[src/rtl/pc_unit.sv]
// Program counter and fetch sequencer: start/halt control, single-level
// call/return link, and a saturating retired-instruction counter.
//
// state | meaning
// IDLE  | waiting for start, no fetch
// RUN   | fetching at pc_o every cycle
// HALT  | halt retired, pc_o frozen, done_o high
module pc_unit #(
  parameter int unsigned PC_W     = 12,
  parameter int unsigned START_PC = 0,
  parameter int unsigned CNT_W    = 16
) (
  input  logic             clk_i,
  input  logic             reset_i,
  input  logic             start_i,
  input  logic             stall_i,
  input  logic             branch_taken_i,
  input  logic             jump_en_i,
  input  logic             call_en_i,
  input  logic             ret_en_i,
  input  logic             halt_i,
  input  logic [PC_W-1:0]  target_i,
  output logic [PC_W-1:0]  pc_o,
  output logic             fetch_valid_o,
  output logic             done_o,
  output logic [CNT_W-1:0] instr_count_o
);

  typedef enum logic [1:0] {IDLE, RUN, HALT} state_e;

  localparam logic [PC_W-1:0] START_ADDR = PC_W'(START_PC);

  state_e           state_q, state_d;
  logic [PC_W-1:0]  pc_q, pc_d;
  logic [PC_W-1:0]  link_q, link_d;
  logic [CNT_W-1:0] cnt_q, cnt_d;
  logic [PC_W-1:0]  pc_inc;
  logic [CNT_W-1:0] cnt_inc;

  assign pc_inc  = pc_q + PC_W'(1);
  // Counter sticks at all-ones rather than wrapping.
  assign cnt_inc = (cnt_q == '1) ? cnt_q : cnt_q + CNT_W'(1);

  always_ff @(posedge clk_i) begin
    if (reset_i) begin
      state_q <= IDLE;
      pc_q    <= START_ADDR;
      link_q  <= '0;
      cnt_q   <= '0;
    end else begin
      state_q <= state_d;
      pc_q    <= pc_d;
      link_q  <= link_d;
      cnt_q   <= cnt_d;
    end
  end

  always_comb begin
    state_d = state_q;
    pc_d    = pc_q;
    link_d  = link_q;
    cnt_d   = cnt_q;
    if (start_i) begin
      state_d = RUN;
      pc_d    = START_ADDR;
      cnt_d   = '0;
    end else if (state_q == RUN && !stall_i) begin
      cnt_d = cnt_inc;
      if (halt_i) begin
        state_d = HALT;
      end else if (ret_en_i) begin
        pc_d = link_q;
      end else if (call_en_i) begin
        link_d = pc_inc;
        pc_d   = target_i;
      end else if (jump_en_i || branch_taken_i) begin
        pc_d = target_i;
      end else begin
        pc_d = pc_inc;
      end
    end
  end

  assign pc_o          = pc_q;
  assign fetch_valid_o = (state_q == RUN);
  assign done_o        = (state_q == HALT);
  assign instr_count_o = cnt_q;

endmodule

[config.mk]
export PLATFORM = sky130hd
export DESIGN_NAME = pc_unit
export DESIGN_NICKNAME = d
export VERILOG_FILES = /design/src/rtl/pc_unit.sv
export SDC_FILE = /design/constraint.sdc
export NUM_CORES = 1
export LEC_CHECK = 0
export BUFFER_PORTS_ARGS = -buffer_cell sky130_fd_sc_hd__buf_2
export CORE_AREA = 10 10 90 69
export DETAILED_ROUTE_END_ITERATION = 8
export DIE_AREA = 0 0 100 79
export PLACE_DENSITY_LB_ADDON = 0.12
export SETUP_SLACK_MARGIN = 0.2
export SYNTH_ARGS = -nofsm -noshare
export SYNTH_HDL_FRONTEND = slang
export SYNTH_SLANG_ARGS = --single-unit
export TNS_END_PERCENT = 1
[constraint.sdc]
create_clock -name clk_i -period 4.6 [get_ports clk_i]
set_clock_uncertainty 0.1 [all_clocks]
set_input_delay 0.92 -clock clk_i [delete_from_list [all_inputs] [get_ports clk_i]]
set_output_delay 0.92 -clock clk_i [all_outputs]
set_load 0.02 [all_outputs]
==> metrics.txt <==
via count roughly 2400; chip width ~100 um; Max-slew headroom 0.394; # IOs between 50 and 60; # diodes 0; Die ar. approximately 7900 um2; asr flop ratio synth 0; Worst Hold Launch instr_count_o[1]$_SDFFE_PP0P_; combinational share of power 0.084; post-route ant nets 0; Seq/Total Area, Yosys 0.353; reg2reg start state_q[1]$_SDFFE_PP0P_; first drt pass iteration count 5; Routed WL between 6000 and 7000 um; Pwr Density around 260 nW/um2; maximum clock rate between 0.3 and 0.4 GHz; sw frac 0.236; RSZ-0062 raised after global routing no; status completed; Die Ht 79 um; initial antenna violation count 0; Critical Path AT 2930 ps; synthesized area around 2400 um2; net load switching power between 0.15 and 0.2 mW; Initial Util 0.524; static leakage about 1.1 nW; hold buffer count at cts 0; fin crit share 0.619; Ys Warns 0; Final Critical Period 2850 ps; clk_lat worst skew roughly 290 ps; placed insts roughly 380; Nets 350; Cells after Synth approximately 280; CTS buffer count 5; DPL Wire Length roughly 4700 um; share of post-route cells with drive strength above 1 0.247; critical path endpoint category flip-flop; H-tree levels 2; first-pass GRT wire length 10700 um; CTS tree done; largest net degree at the start of global routing 28; Final Max Slew Viols 0; Post-synth EDFFs 0; Core Region 4550 um2; Sink Count 42; PostCTS Resize Cnt 0; num rows 21; WHS around 400 ps; Yosys reg bits between 40 and 50; main flop type after synthesis dfxtp_1; first-iteration detailed-routing DRC count 169; Yosys top cell area share 0.353; Area growth syn-to-layout 16.5%; Netlist cell types 56; Final Hold Viols 0; syn_area_per_cell 8.45 um2; Layout Cells excl Fill between 300 and 400; post-CTS setup buffers 0; grt total ovfl 0; Fin Setup TNS 0 ps; worst path required time 4680 ps; total of max-cap violations 0; Clock power frac 0.402; Max Buffers Root-to-Sink 2; Setup crit start stall_i; Int Pwr 0.550 mW; register area between 800 and 900 um2; routed length per instance ~17 um; critical path fanouts, max 14; Mapped Nets between 300 and 400; critical path class input pin to flip-flop; Hold Crit Class flip-flop to flip-flop; multi-input logic area 1460 um2; Yosys top cell by area dfxtp_1; Root Buffer clkbuf_8; ranking of synthesized cells by area dfxtp_1 35%, a21oi_1 4.8%, a211oi_2 4.7%, nand2_1 4.1%, nor2_1 4.1%; RePlAce Congestion 0.833; Critical Path Start Type input pin; vias per std cell ~6.2; worst-margin pin slew 906 ps; vias in the first global route approximately 2200; Sequential Power Share 0.514; fillers 427; Port Buf Inserts 50; # DRC 0; clock slew at reported path FFs approximately 80 ps; Setup-failing EPs final 0; gr usage total 0.162; Peak supply drop roughly 170 uV
[placed cells by master (no fill, tap or decap), types with 3 or more instances in the layout]
cell type  count
dfxtp_1       42
nor2_1        26
a311oi_1       3
buf_2         50
o22ai_1        3
nand3_1       11
and4_1         6
mux2i_1        6
nand4_1       10
nor3_1         4
a211oi_2       9
xor2_1         6
nand2_1       26
and3_1         3
or3_1          6
a211oi_1       3
a211o_1        3
inv_1          3
and2_1         3
or4_1          5
a21oi_1       23
a31oi_1        3
o31ai_1        5
nand3b_1       4
buf_4          4
nor2b_1        5
clkbuf_8       5
o21ai_0       11
[per-stage QoR]
stage	utilization	area, um2	total power [mW]	worst slack [ps]
5_1_grt	0.611	2780	0.747	1660
3_3_place_gp	0.587	2670	0.438	1460
6_report	0.611	2780	0.720	1750
2_1_floorplan	-	2380	0.416	2230
4_1_cts	0.611	2780	0.727	1760
3_5_place_dp	0.587	2670	0.438	1450
[sequential cells by signal (all words and copies together), names as in the netlist]
signal         flops
link_q            12
pc_o              12
state_q            2
instr_count_o     16
[critical path, cell delays in order]
cell and delay (ps):
buf_2 130, or4b_4 640, nor4b_4 670, buf_4 310, mux2i_1 190, nor2_1 50
[cell type report]
class,instances,share of cell area
Tap cell,57,0.0257
Clock inverter,3,0.0144
Clock buffer,5,0.0248
Timing Repair Buffer,54,0.101
Sequential cell,42,0.303
Inverter,3,0.00406
Multi-Input combinational cell,221,0.527
[cells by family after synthesis]
group	after synthesis	share of synthesized area
buffers and inverters	19	0.0352
flip-flops	42	0.353
XOR/XNOR	8	0.0294
adder cells (fa/ha/maj)	2	0.0105
AO/OA/AOI/OAI	83	0.258
multiplexers	7	0.0299
AND/OR/NAND/NOR	121	0.284
[synthesized netlist by cell type, types with 3 or more instances]
master / n
a211o_1: 3
a211oi_1: 3
a211oi_2: 9
a21oi_1: 23
a311oi_1: 3
a31oi_1: 3
and2_1: 3
and3_1: 3
and4_1: 6
clkbuf_1: 11
dfxtp_1: 42
inv_1: 3
mux2i_1: 6
nand2_1: 26
nand3_1: 11
nand3b_1: 4
nand4_1: 10
nor2_1: 26
nor2b_1: 5
nor3_1: 4
o21ai_0: 11
o22ai_1: 3
o31ai_1: 5
or3_1: 6
or4_1: 5
xor2_1: 6
[power groups by stage]
| stage | Combinational [mW] | Sequential (mW) | Clock [mW] |
|---|---|---|---|
| detailed placement | 0.0598 | 0.378 | 0 |
| CTS | 0.0600 | 0.370 | 0.297 |
| global route | 0.0661 | 0.371 | 0.311 |
| finish | 0.0606 | 0.370 | 0.289 |
| global placement | 0.0594 | 0.378 | 0 |
| floorplan | 0.0375 | 0.379 | 0 |
[worst paths after layout]
kind | end | slack (ps) | depth (start not counted)
min reg2reg | instr_count_o[1]$_SDFFE_PP0P_ | 400 | 2
max | link_q[1]$_SDFFE_PP0P_ | 1750 | 6
min | instr_count_o[1]$_SDFFE_PP0P_ | 400 | 2
max reg2reg | link_q[1]$_SDFFE_PP0P_ | 2090 | 5
[layer usage]
metal | vias to the layer above | wire length, um | global-route usage
met5 | - | 0 | 0
met4 | 0 | 52 | 0.0507
met3 | 5 | 549 | 0.0484
met2 | 91 | 2800 | 0.230
met1 | 1120 | 3100 | 0.228
li1 | 1164 | - | -
(Power assumes the default switching activity.)
